$ cat src/rtl/count_pkg.sv
// rtl/count_pkg.sv - shared constants for the counter capture FIFO
package count_pkg;

    localparam int CNT_W_DEFAULT     = 4;
    localparam int CAP_DEPTH_DEFAULT = 4;

    // Position of the wrap tag inside a stored entry: the bit just above the count.
    function automatic int tag_bit(input int width);
        return width;
    endfunction

    // Occupancy counter width: enough to hold the value DEPTH itself.
    function automatic int level_width(input int depth);
        return $clog2(depth) + 1;
    endfunction

endpackage

$ cat src/rtl/capture_fifo_core.sv
// rtl/capture_fifo_core.sv - FIFO storage, pointers, occupancy and valid/ready head port
module capture_fifo_core
    import count_pkg::*;
#(
    parameter int DW    = CNT_W_DEFAULT + 1,
    parameter int DEPTH = CAP_DEPTH_DEFAULT
) (
    input  logic                          clk,
    input  logic                          rstn,
    input  logic                          push_i,
    input  logic [DW-1:0]                 wr_data_i,
    input  logic                          pop_ready_i,
    output logic [DW-1:0]                 out_data_o,
    output logic                          out_valid_o,
    output logic [level_width(DEPTH)-1:0] level_o,
    output logic                          full_o,
    output logic                          empty_o
);

    localparam int PTR_W = $clog2(DEPTH);
    localparam int LVL_W = level_width(DEPTH);

    logic [DW-1:0]    mem_q [DEPTH];
    logic [PTR_W-1:0] wr_ptr_q, wr_ptr_d;
    logic [PTR_W-1:0] rd_ptr_q, rd_ptr_d;
    logic [LVL_W-1:0] level_q, level_d;
    logic             pop;

    // A pop only happens when there is a head to hand over.
    assign pop = pop_ready_i & (level_q != '0);

    // Pointer and occupancy next state; pointers wrap naturally at DEPTH (power of two).
    always_comb begin
        wr_ptr_d = wr_ptr_q;
        rd_ptr_d = rd_ptr_q;
        level_d  = level_q;
        if (push_i) begin
            wr_ptr_d = wr_ptr_q + PTR_W'(1);
        end
        if (pop) begin
            rd_ptr_d = rd_ptr_q + PTR_W'(1);
        end
        case ({push_i, pop})
            2'b10:   level_d = level_q + LVL_W'(1);
            2'b01:   level_d = level_q - LVL_W'(1);
            default: level_d = level_q;
        endcase
    end

    // Control state clears asynchronously; stored entries are left as-is.
    always_ff @(posedge clk or negedge rstn) begin
        if (!rstn) begin
            wr_ptr_q <= '0;
            rd_ptr_q <= '0;
            level_q  <= '0;
        end else begin
            wr_ptr_q <= wr_ptr_d;
            rd_ptr_q <= rd_ptr_d;
            level_q  <= level_d;
        end
    end

    // Entry storage; when full with a same-cycle pop the write lands in the slot being vacated.
    always_ff @(posedge clk) begin
        if (push_i) begin
            mem_q[wr_ptr_q] <= wr_data_i;
        end
    end

    assign out_valid_o = (level_q != '0);
    assign out_data_o  = out_valid_o ? mem_q[rd_ptr_q] : '0;
    assign level_o     = level_q;
    assign full_o      = (level_q == LVL_W'(DEPTH));
    assign empty_o     = (level_q == '0);

endmodule

$ cat src/rtl/count_capture_fifo.sv
// rtl/count_capture_fifo.sv - samples a free-running counter with wrap tag into a small FIFO
module count_capture_fifo
    import count_pkg::*;
#(
    parameter int WIDTH = CNT_W_DEFAULT,
    parameter int DEPTH = CAP_DEPTH_DEFAULT
) (
    input  logic                      clk,
    input  logic                      rstn,
    input  logic [WIDTH-1:0]          cnt_in,
    input  logic                      capture,
    output logic [WIDTH:0]            out_data,
    output logic                      out_valid,
    input  logic                      out_ready,
    output logic [$clog2(DEPTH):0]    level,
    output logic                      full,
    output logic                      empty,
    output logic                      overflow,
    input  logic                      ovf_clr,
    output logic                      wrap
);

    localparam int TAG_BIT = tag_bit(WIDTH);

    logic [WIDTH-1:0] prev_cnt_q;
    logic             wrap_q, wrap_d;
    logic             wrap_pend_q, wrap_pend_d;
    logic             overflow_q, overflow_d;
    logic             wrap_now;
    logic             pop;
    logic             push;
    logic             drop;
    logic [WIDTH:0]   entry;

    // Wrap is the all-ones to zero transition between consecutive samples.
    assign wrap_now = (prev_cnt_q == {WIDTH{1'b1}}) && (cnt_in == '0);

    // A full FIFO still accepts a capture when the head leaves in the same cycle.
    assign pop  = out_valid & out_ready;
    assign push = capture & (~full | pop);
    assign drop = capture & ~push;

    // Entry: tag carries any wrap seen since the last accepted capture, including this cycle.
    always_comb begin
        entry                 = '0;
        entry[WIDTH-1:0]      = cnt_in;
        entry[TAG_BIT]        = wrap_pend_q | wrap_now;
    end

    // Pending wrap, sticky overflow and the delayed wrap pulse.
    always_comb begin
        wrap_d      = wrap_now;
        wrap_pend_d = wrap_pend_q;
        overflow_d  = overflow_q;
        if (push) begin
            wrap_pend_d = 1'b0;
        end else if (wrap_now) begin
            wrap_pend_d = 1'b1;
        end
        if (drop) begin
            overflow_d = 1'b1;
        end else if (ovf_clr) begin
            overflow_d = 1'b0;
        end
    end

    // Top-level state registers with asynchronous clear.
    always_ff @(posedge clk or negedge rstn) begin
        if (!rstn) begin
            prev_cnt_q  <= '0;
            wrap_q      <= 1'b0;
            wrap_pend_q <= 1'b0;
            overflow_q  <= 1'b0;
        end else begin
            prev_cnt_q  <= cnt_in;
            wrap_q      <= wrap_d;
            wrap_pend_q <= wrap_pend_d;
            overflow_q  <= overflow_d;
        end
    end

    capture_fifo_core #(
        .DW    (WIDTH + 1),
        .DEPTH (DEPTH)
    ) u_core (
        .clk         (clk),
        .rstn        (rstn),
        .push_i      (push),
        .wr_data_i   (entry),
        .pop_ready_i (out_ready),
        .out_data_o  (out_data),
        .out_valid_o (out_valid),
        .level_o     (level),
        .full_o      (full),
        .empty_o     (empty)
    );

    assign overflow = overflow_q;
    assign wrap     = wrap_q;

endmodule

$ cat config.mk
export PLATFORM = sky130hd
export DESIGN_NAME = count_capture_fifo
export DESIGN_NICKNAME = d
export VERILOG_FILES = /design/src/rtl/count_pkg.sv /design/src/rtl/capture_fifo_core.sv /design/src/rtl/count_capture_fifo.sv
export SDC_FILE = /design/constraint.sdc
export NUM_CORES = 1
export LEC_CHECK = 0
export BUFFER_PORTS_ARGS = -buffer_cell sky130_fd_sc_hd__buf_2
export CORE_UTILIZATION = 40
export CTS_BUF_LIST = sky130_fd_sc_hd__clkbuf_16
export CTS_CLUSTER_DIAMETER = 80
export CTS_CLUSTER_SIZE = 40
export DETAILED_ROUTE_END_ITERATION = 10
export GPL_TIMING_DRIVEN = 1
export MAX_ROUTING_LAYER = met4
export PLACE_DENSITY = 0.67
export SLEW_MARGIN = 20
export SYNTH_ARGS = -nofsm -noshare
export SYNTH_HDL_FRONTEND = slang
export SYNTH_HIERARCHICAL = 1
export SYNTH_SLANG_ARGS = --single-unit
$ cat constraint.sdc
create_clock -name clk -period 3.6 [get_ports clk]
set_input_delay 0.36 -clock clk [delete_from_list [all_inputs] [get_ports clk]]
set_output_delay 0.36 -clock clk [all_outputs]
set_load 0.02 [all_outputs]
==> results.txt, run 1 <==
----------------------------------------------------
[Clock tree]
  Post-CTS repair timing setup buffer count ... 0
  Clock slew seen by the registers of the worst setup and hold paths ... approximately 0.05 ns
  Buffer depth of the longest clock path ... 2
  Deepest level of the CTS H-tree ... 2
  CTS root buf ... clkbuf_16
  CTS Buf Count ... 5
  Number of buffers inserted for hold repair after clock tree synthesis ... 1
  Worst-skew pair later-pin latency ... 0.27 ns
  Clock tree from TritonCTS ... built
  CTS sink count ... 34
  Post-cts gate resize count ... 0

[Timing]
  Post-route clock skew ... 0.00196 ns
  Unrepaired setup endpoints after global routing ... no
  Maximum operating frequency ... 383 MHz
  Final period utilization ... 0.725
  Number of setup violations in the final report ... 0
  Post-route setup TNS ... 0 ns
  Headroom to the max-slew limit ... 0.710
  Final WS setup ... roughly 1 ns
  Max-slew violation total from the final report ... 0
  Worst slew pin tran ... 0.434 ns
  Hold Fails Final Rpt ... 0
  Post-layout min period ... 2.61 ns

[Drt]
  ANT nets after route ... 0
  DRC marker count from the first detailed-route iteration ... 29
  Via density ... 4.58
  Number of vias after detailed routing ... around 740
  Routed WL ... 2170 µm
  Wirelength per Cell ... roughly 13 µm
  First-pass iteration count of the detailed router ... 2
  Drt drc ... 0

[Power and ir drop]
  Power density relative to cell area ... 853 mW/mm²
  Max VDD drop ... 323 µV
  Power consumption ... 1.46 mW
  Leakage power ... 0.727 nW

[Final layout]
  FF+latch area ... 951 µm²
  Area growth from synthesis to final layout ... 20.1%
  Final layout net count ... 129
  Ratio of cells with drive above 1 in the final layout ... 0.322
  # fillers ... 276
  Post-Route Utilization ... 0.506
  Number of diodes ... 0
  Area taken by multi-input logic gates ... between 400 and 500 µm²

[Placed design]
  Placer congestion estimate ... 0.697
  Port Buffer Count ... 21
  Hpwl dp ... 1540 µm
  Pre-CTS setup slack ... 0.973 ns

[Floorplanning]
  Number of rows in the core area ... 21
  Floorplan die height ... 61.8 µm
  Count of pins on the block boundary ... 22
  CORE AREA ... 0.00339 mm²
  Die Area ... approximately 0.0038 mm²
  Horizontal die dimension ... between 60 and 70 µm
  Effective utilization at floorplan ... 0.422

[Global routing]
  Number of antenna violations at the first check in global routing ... 0
  Total congestion overflow after global routing ... 0
  Global-route wire length before repair ... between 3000 and 4000 µm
  Number of global-route vias before repair ... 716
  Total global-route track usage ... 0.144
  Maximum number of pins on one net before global-route repair ... 15

[Critical path]
  CP Class ... register to register
  Type of element launching the critical path ... register
  Required time worst endpoint ... 3.80 ns
  Endpoint kind of the worst setup timing path ... register
  Biggest cell delay along the critical path ... 0.53 ns
  Sequence of cells on the critical path ... or3_1 -> a21boi_0 -> nor2b_1 -> inv_1 -> ha_1 -> inv_1 -> fa_1 -> xor2_1 -> nor2_1 -> xor2_1
  Register-to-Register Path Depth ... 10
  Arrival time reported for the critical path endpoint ... 2.81 ns
  Critical path's slowest cell ... or3_1
  Max FO, Critical Path ... 10

[Synth]
  Number of distinct standard cells referenced by the synthesized netlist ... 27
  Synthesized net count ... around 100
  Area of the mapped netlist ... between 0.001 and 0.0015 mm²
  Fraction of synthesis flops using an asynchronous set or reset pin ... 0.412
  Post-synthesis instance total ... between 80 and 90
  Number of synthesized flops with an enable pin ... 20
  Top cells by instance count after synthesis ... edfxtp_1, dfrtp_1, and2_1, inv_1
  Most repeated cell in the gate-level netlist after synthesis ... edfxtp_1
  Most used DFF post-synth ... edfxtp_1
  FF+latch count, synth ... 34
  Per-instance average area after synthesis ... between 15 and 20 µm²
  Top-area cell type share of the netlist area ... 0.420
  Yosys warning count ... 6
  Post-synthesis cell type with the largest combined area ... edfxtp_1
  Largest cells by area after synthesis ... edfxtp_1, dfrtp_1, mux4_2
  Sequential area share after synthesis ... 0.665

[Worst hold path]
  Hold Path Depth ... 1
  Classification of the worst-slack hold path ... input pin to register

[Outcome]
  Run status ... finished clean

[Flow run]
  Max cap viols ... 0

----------------------------------------------------
==> layout make-up <==
cell class	instances	share of cell area
clock buffer	5	0.0729
sequential	34	0.554
multi-input combinational	43	0.246
tap	46	0.0335
timing repair buffer	22	0.0671
inverter	8	0.0175
clock inverter	3	0.00948
==> worst max-delay path, delay by kind of cell (launching register included) <==
| family | cells | cell delay (ns) |
|---|---|---|
| AND/OR/NAND/NOR | 3 | 0.82 |
| buffers and inverters | 2 | 0.14 |
| adder cells (fa/ha/maj) | 2 | 0.55 |
| XOR/XNOR | 2 | 0.30 |
| AO/OA/AOI/OAI | 1 | 0.31 |
| flip-flops | 1 | 0.41 |
==> metal layers <==
layer	GRT usage	vias to the layer above	share of wire	wire length, µm
li1	-	354	-	-
met1	0.180	365	0.46	999
met2	0.197	13	0.48	1030
met3	0.0621	6	0.040	86
met4	0.0762	0	0.022	48
met5	-	-	0	0
==> registers in the layout, indices dropped and copies added (netlist names) <==
| signal | count |
|---|---|
| wrap | 1 |
| u_core/level_o | 3 |
| u_core/wr_ptr_q | 2 |
| wrap_pend_q | 1 |
| prev_cnt_q | 4 |
| overflow | 1 |
| u_core/mem_q | 20 |
| u_core/rd_ptr_q | 2 |
==> layout by cell type (no fill, tap or decap), types with 2 or more instances in the layout <==
cell,netlist,final
dfrtp_1,14,14
buf_2,0,21
and2_1,8,8
inv_1,8,8
o21ai_0,2,2
xnor2_1,2,2
mux4_2,5,5
edfxtp_1,20,20
clkbuf_16,0,5
nand2_1,2,2
xor2_1,4,4
ha_1,5,5
==> power by group <==
| part | total [mW] | leakage [nW] | switching [mW] | internal [mW] |
|---|---|---|---|---|
| combinational | 0.477 | 0.307 | 0.262 | 0.215 |
| clock | 0.402 | 0.0672 | 0.150 | 0.252 |
| sequential | 0.586 | 0.353 | 0.0736 | 0.512 |
| total | 1.46 | 0.727 | 0.486 | 0.979 |
==> cell families (layout without fill, tap and decap cells) <==
group,after synthesis,in the layout,synth area share
AO/OA/AOI/OAI,4,4,0.0193
buffers and inverters,11,38,0.0394
AND/OR/NAND/NOR,21,21,0.0955
multiplexers,6,6,0.0858
adder cells (fa/ha/maj),6,6,0.0578
XOR/XNOR,6,6,0.0368
flip-flops,34,34,0.666
==> final timing paths <==
kind,from,end,slack [ns]
max,u_core/level_o[0],u_core/level_o[2],0.99
min reg2reg,wrap_pend_q,wrap_pend_q,0.49
max reg2reg,u_core/level_o[0],u_core/level_o[2],0.99
max in group asynchronous,rstn,wrap_pend_q,2.86
min in group asynchronous,rstn,u_core/rd_ptr_q[0],0.51
min,cnt_in[2],prev_cnt_q[2],0.25
==> through the flow <==
step / area, µm² / cells / hold slack (ns)
after floorplan: 1430 / 88 / 0.0644
after global routing: 1720 / 161 / 0.264
after detailed placement: 1570 / 152 / 0.278
after global placement: 1570 / 152 / 0.269
after CTS: 1720 / 161 / 0.254
final: 1720 / 161 / 0.254
No activity file was read; power rests on OpenSTA's default activity.
==> run 2: changes to the inputs <==
==> constraint.sdc (replaced) <==
create_clock -name clk -period 2.6 [get_ports clk]
set_input_delay 0.26 -clock clk [delete_from_list [all_inputs] [get_ports clk]]
set_output_delay 0.26 -clock clk [all_outputs]
set_load 0.02 [all_outputs]
==> results.txt, run 2 (synthesis gave the netlist of run 1 again) <==
----------------------------------------------------
[Final layout]
  Post-Route Utilization ... 0.509 (+0.00295)
  Number of diodes ... 0 (unchanged)
  Max reg flops ... 20 (unchanged)
  Cell Count, Final, Fillers Out ... 162 (+0.62%)
  Area taken by multi-input logic gates ... 424 µm² (+0.59%)
  FF+latch area ... 951 µm² (unchanged)
  Final layout net count ... 130 (+0.78%)
  Ratio of cells with drive above 1 in the final layout ... 0.336 (+0.0145)
  Biggest register ... u_core/mem_q
  Area growth from synthesis to final layout ... 20.8%
  # fillers ... 279 (+1.1%)
  Most common library cell in the layout ignoring fill and taps ... buf_2
  Commonest cells after routing, fill and taps aside ... buf_2, edfxtp_1, dfrtp_1, inv_1, and2_1

[Drt]
  Number of vias after detailed routing ... 740 (+0.27%)
  First-pass iteration count of the detailed router ... 4 (+2)
  Routed WL ... 2280 µm (+5.3%)
  DRC marker count from the first detailed-route iteration ... 27 (-6.9%)
  Wirelength per Cell ... 14.1 µm (+4.6%)
  Drt drc ... 0 (unchanged)
  ANT nets after route ... 0 (unchanged)
  Via density ... 4.57 (-0.35%)

[Critical path]
  Endpoint kind of the worst setup timing path ... register
  Reg-to-Reg Start ... u_core/level_o[0]
  Max FO, Critical Path ... 9 (-1)
  CP Class ... register to register
  Reg-to-reg slack, setup ... 0.17 ns (-0.82 ns)
  Arrival time reported for the critical path endpoint ... 2.63 ns (-0.18 ns)
  Reg-to-reg endpoint ... u_core/level_o[2]
  Register-to-Register Path Depth ... 10 (unchanged)
  Required time worst endpoint ... 2.80 ns (-1.00 ns)
  Type of element launching the critical path ... register

[Timing]
  Post-route clock skew ... 0.00374 ns (+0.00178 ns)
  Post-layout min period ... 2.43 ns (-0.180 ns)
  Hold Fails Final Rpt ... 0 (unchanged)
  Number of setup violations in the final report ... 0 (unchanged)
  Maximum operating frequency ... 412 MHz (+7.4%)
  Headroom to the max-slew limit ... 0.733 (+0.0235)
  Worst slew pin tran ... 0.400 ns (-0.0344 ns)
  Final period utilization ... 0.934 (+0.209)
  Unrepaired setup endpoints after global routing ... no
  Post-route setup TNS ... 0 ns (unchanged)
  Max-slew violation total from the final report ... 0 (unchanged)

[Outcome]
  Run status ... finished clean

[Floorplanning]
  Number of rows in the core area ... 21 (unchanged)
  Effective utilization at floorplan ... 0.422 (unchanged)
  CORE AREA ... 0.00339 mm² (unchanged)
  Die Area ... 0.00381 mm² (unchanged)
  Horizontal die dimension ... 61.8 µm (unchanged)
  Floorplan die height ... 61.8 µm (unchanged)
  Count of pins on the block boundary ... 22 (unchanged)

[Power and ir drop]
  Power density relative to cell area ... 1190 mW/mm² (+39%)
  Leakage power ... 0.733 nW (+0.75%)
  Max VDD drop ... 435 µV (+35%)

[Global routing]
  Maximum number of pins on one net before global-route repair ... 15 (unchanged)
  Total global-route track usage ... 0.158 (+0.0143)
  Global-route wire length before repair ... 3620 µm (+5.2%)
  Number of global-route vias before repair ... 727 (+1.5%)
  Total congestion overflow after global routing ... 0 (unchanged)
  Number of antenna violations at the first check in global routing ... 0 (unchanged)

[Worst hold path]
  Worst Min Path Start ... cnt_in[0]
  Hold Path Depth ... 1 (unchanged)
  End point of the most critical hold path ... prev_cnt_q[0]
  Classification of the worst-slack hold path ... input pin to register

[Clock tree]
  CTS root buf ... clkbuf_16
  Deepest level of the CTS H-tree ... 2 (unchanged)
  CTS Buf Count ... 5 (unchanged)
  Worst-skew pair later-pin latency ... 0.28 ns (about the same)
  Clock slew seen by the registers of the worst setup and hold paths ... 0.05 ns (about the same)
  Clock tree from TritonCTS ... built
  CTS sink count ... 34 (unchanged)
  Buffer depth of the longest clock path ... 2 (unchanged)

[Placed design]
  Total placed cells including tap cells ... 153 (+0.66%)
  Port Buffer Count ... 21 (unchanged)
  Placer congestion estimate ... 0.742 (+6.5%)
  Hpwl dp ... 1570 µm (+2.0%)

[Flow run]
  Max cap viols ... 0 (unchanged)

----------------------------------------------------
[run 2: layout make-up]
class                   instances  share of cell area
inverters                       8              0.0174
well taps                      46              0.0333
multi-input cells              43               0.246
repair buffers                 23              0.0710
flip-flops and latches         34               0.551
clock buffers                   5              0.0725
clock inverters                 3             0.00942
[run 2: stage by stage]
step	cell area (µm²)	hold slack, ns	power [mW]	worst slack, ns
global route	1730	0.161	2.19	0.00173
finish	1730	0.156	2.05	0.171
global placement	1570	0.170	1.48	0.282
floorplan	1430	-0.0356	1.32	0.132
CTS	1720	0.155	2.07	0.160
detailed placement	1570	0.177	1.50	0.190
[run 2: worst max-delay path by stage]
stage | start | end | slack (ns) | cells after the start
floorplan | u_core/level_o[0] | u_core/level_o[2] | 0.13 | 11
global placement | u_core/level_o[0] | u_core/level_o[2] | 0.28 | 10
detailed placement | u_core/level_o[0] | u_core/level_o[2] | 0.19 | 10
CTS | u_core/level_o[0] | u_core/level_o[2] | 0.16 | 10
global route | u_core/level_o[0] | u_core/level_o[2] | 0.002 | 10
finish | u_core/level_o[0] | u_core/level_o[2] | 0.17 | 10
[run 2: worst max-delay path, stage by stage (launching register included)]
cell,delay (ns)
dfrtp_1,0.41
or3_1,0.40
a21boi_0,0.29
nor2b_2,0.14
inv_1,0.07
ha_1,0.17
inv_1,0.06
fa_1,0.37
xor2_1,0.15
nor2_1,0.12
xor2_1,0.17
[run 2: per-layer routing]
metal  part of all wire  GRT usage  wire length [µm]  vias up
met5                  0          -                 0        -
met4              0.024      0.111                54        0
met3              0.049     0.0683               111        5
met2               0.49      0.218              1120       15
met1               0.43      0.184               991      363
li1                   -          -                 -      357
[run 2: repair_timing]
action	4_1_cts	5_1_grt
hold buffers	1	0
resized for setup	0	1
endpoints found under the hold margin	14	0
setup endpoints to repair	0	1
buffers inserted	0	0
[run 2: power breakdown]
part	switching, mW	internal (mW)	leakage [nW]
clock network	0.216	0.349	0.0672
registers	0.102	0.709	0.353
logic	0.366	0.305	0.312
==> run 3: changes to the inputs <==
--- a/config.mk
+++ b/config.mk
@@ -6,14 +6,14 @@
 export NUM_CORES = 1
 export LEC_CHECK = 0
 export BUFFER_PORTS_ARGS = -buffer_cell sky130_fd_sc_hd__buf_2
-export CORE_UTILIZATION = 40
+export CORE_UTILIZATION = 49
 export CTS_BUF_LIST = sky130_fd_sc_hd__clkbuf_16
 export CTS_CLUSTER_DIAMETER = 80
 export CTS_CLUSTER_SIZE = 40
 export DETAILED_ROUTE_END_ITERATION = 10
 export GPL_TIMING_DRIVEN = 1
 export MAX_ROUTING_LAYER = met4
-export PLACE_DENSITY = 0.67
+export PLACE_DENSITY = 0.8
 export SLEW_MARGIN = 20
 export SYNTH_ARGS = -nofsm -noshare
 export SYNTH_HDL_FRONTEND = slang
==> constraint.sdc (replaced) <==
create_clock -name clk -period 2.15 [get_ports clk]
set_input_delay 0.3225 -clock clk [delete_from_list [all_inputs] [get_ports clk]]
set_output_delay 0.3225 -clock clk [all_outputs]
set_load 0.02 [all_outputs]
==> results.txt, run 3 (synthesis gave the netlist of run 1 again) <==
----------------------------------------------------
[Outcome]
  Violations in the final reports ... setup timing
  Run status ... finished with violations

[Drt]
  DRC marker count from the first detailed-route iteration ... 10 (-63%)
  ANT nets after route ... 0 (unchanged)
  Via density ... 5.02 (+9.9%)
  Wirelength per Cell ... 16.0 µm (+13%)
  First-pass iteration count of the detailed router ... 3 (-1)
  Routed WL ... 2430 µm (+6.3%)
  Number of vias after detailed routing ... 763 (+3.1%)
  Drt drc ... 0 (unchanged)

[Timing]
  Post-route clock skew ... 0.00539 ns (+0.00165 ns)
  Maximum operating frequency ... 451 MHz (+9.5%)
  Worst slew pin tran ... 0.313 ns (-0.0870 ns)
  Headroom to the max-slew limit ... 0.791 (+0.0580)
  Final WS setup ... -0.0684 ns (-0.240 ns)
  Worst hold slack ... 0.223 ns (+0.0674 ns)
  Max-slew violation total from the final report ... 0 (unchanged)
  Post-layout min period ... 2.22 ns (-0.210 ns)
  Final period utilization ... 1.03 (+0.0978)
  Unrepaired setup endpoints after global routing ... yes
  Number of setup violations in the final report ... 1 (+1)
  Hold Fails Final Rpt ... 0 (unchanged)

[Clock tree]
  Worst-skew pair later-pin latency ... 0.27 ns (about the same)
  Deepest level of the CTS H-tree ... 2 (unchanged)
  CTS root buf ... clkbuf_16
  CTS Buf Count ... 5 (unchanged)
  Buffer depth of the longest clock path ... 2 (unchanged)
  CTS sink count ... 34 (unchanged)
  Clock slew seen by the registers of the worst setup and hold paths ... 0.05 ns (about the same)
  Clock tree from TritonCTS ... built

[Final layout]
  Biggest register ... u_core/mem_q
  Area growth from synthesis to final layout ... 23.7%
  Commonest cells after routing, fill and taps aside ... buf_2, edfxtp_1, dfrtp_1, inv_1, and2_1
  Number of diodes ... 0 (unchanged)
  Most common library cell in the layout ignoring fill and taps ... buf_2
  Ratio of cells with drive above 1 in the final layout ... 0.430 (+0.0935)
  Summed area of non-filler cells in the final layout ... 0.00177 mm² (+2.4%)
  # fillers ... 195 (-30%)
  Final layout net count ... 135 (+3.8%)
  Max reg flops ... 20 (unchanged)

[Floorplanning]
  Horizontal die dimension ... 56 µm (-9.3%)
  Count of pins on the block boundary ... 22 (unchanged)
  Effective utilization at floorplan ... 0.518 (+0.0966)
  CORE AREA ... 0.00276 mm² (-19%)
  Number of rows in the core area ... 19 (-9.5%)
  Die Area ... 0.00314 mm² (-18%)
  Floorplan die height ... 56 µm (-9.3%)

[Placed design]
  Instance area after placement ... 0.00158 mm² (+0.72%)
  Pre-CTS setup slack ... -0.0411 ns (-0.231 ns)
  Placer congestion estimate ... 0.803 (+8.2%)
  Port Buffer Count ... 21 (unchanged)
  Hpwl dp ... 1630 µm (+3.8%)

[Critical path]
  Max FO, Critical Path ... 3 (-6)
  Type of element launching the critical path ... register
  Required time worst endpoint ... 2.34 ns (-0.46 ns)
  Endpoint kind of the worst setup timing path ... register
  CP Class ... register to register
  Arrival time reported for the critical path endpoint ... 2.41 ns (-0.22 ns)

[Global routing]
  Global-route wire length before repair ... 4060 µm (+12%)
  Total congestion overflow after global routing ... 0 (unchanged)
  Number of antenna violations at the first check in global routing ... 0 (unchanged)
  Maximum number of pins on one net before global-route repair ... 15 (unchanged)
  Number of global-route vias before repair ... 813 (+12%)
  Total global-route track usage ... 0.189 (+0.0311)

[Flow run]
  Max cap viols ... 0 (unchanged)

[Worst hold path]
  Classification of the worst-slack hold path ... input pin to register

[Power and ir drop]
  Max VDD drop ... 1590 µV (+270%)
  Leakage power ... 0.760 nW (+3.8%)
  Power density relative to cell area ... 1450 mW/mm² (+22%)

----------------------------------------------------
==> run 3: cell type report <==
cell class	instances	area, µm²	area share
clock buffer	5	125	0.0708
tap	31	38.8	0.0219
sequential	34	956	0.541
multi-input combinational	43	445	0.252
inverter	8	30.0	0.0170
clock inverter	3	12.5	0.00708
timing repair buffer	28	160	0.0906
==> run 3: where the power goes <==
group	total [mW]	switching [mW]	internal, mW
registers	0.995	0.129	0.866
clock network	0.660	0.243	0.417
logic	0.904	0.478	0.426
total	2.56	0.850	1.71
==> run 3: worst max-delay path, cell delays in order, from the launching register on <==
cell	delay, ns
dfrtp_2	0.42
or3_4	0.40
a21boi_4	0.17
nor2b_2	0.07
inv_1	0.06
ha_2	0.17
inv_2	0.04
fa_2	0.32
xor2_1	0.15
nor2_1	0.17
xor2_1	0.18
==> run 3: per-layer routing <==
metal,GRT usage,share of wire
met1,0.229,0.45
met2,0.282,0.50
met3,0.0744,0.042
met4,0.0836,0.0095
met5,-,0
==> run 3: through the flow <==
step	total power, mW	setup TNS (ns)	util	cells
2_1_floorplan	1.62	-0.125	-	88
3_3_place_gp	1.81	0	0.574	140
3_5_place_dp	1.86	-0.0411	0.574	140
4_1_cts	2.56	0	0.638	151
5_1_grt	2.71	-0.119	0.641	152
6_report	2.56	-0.0684	0.641	152
==> run 3: final timing paths <==
path / slack, ns / end / startpoint / cells past startpoint
max: -0.07 / u_core/level_o[2] / u_core/level_o[1] / 10
min: 0.22 / prev_cnt_q[2] / cnt_in[2] / 1
max reg2reg: -0.07 / u_core/level_o[2] / u_core/level_o[1] / 10
min reg2reg: 0.49 / wrap_pend_q / wrap_pend_q / 1
max in group asynchronous: 1.42 / u_core/level_o[0] / rstn / 2
min in group asynchronous: 0.47 / u_core/level_o[1] / rstn / 2
==> run 3: what timing repair did <==
item,4_1_cts,5_1_grt
resized for setup,2,1
endpoints found under the hold margin,14,0
endpoints found under the setup margin,1,3
gates cloned,0,0
pin swaps,2,4
buffers inserted,2,1
hold buffers,1,0
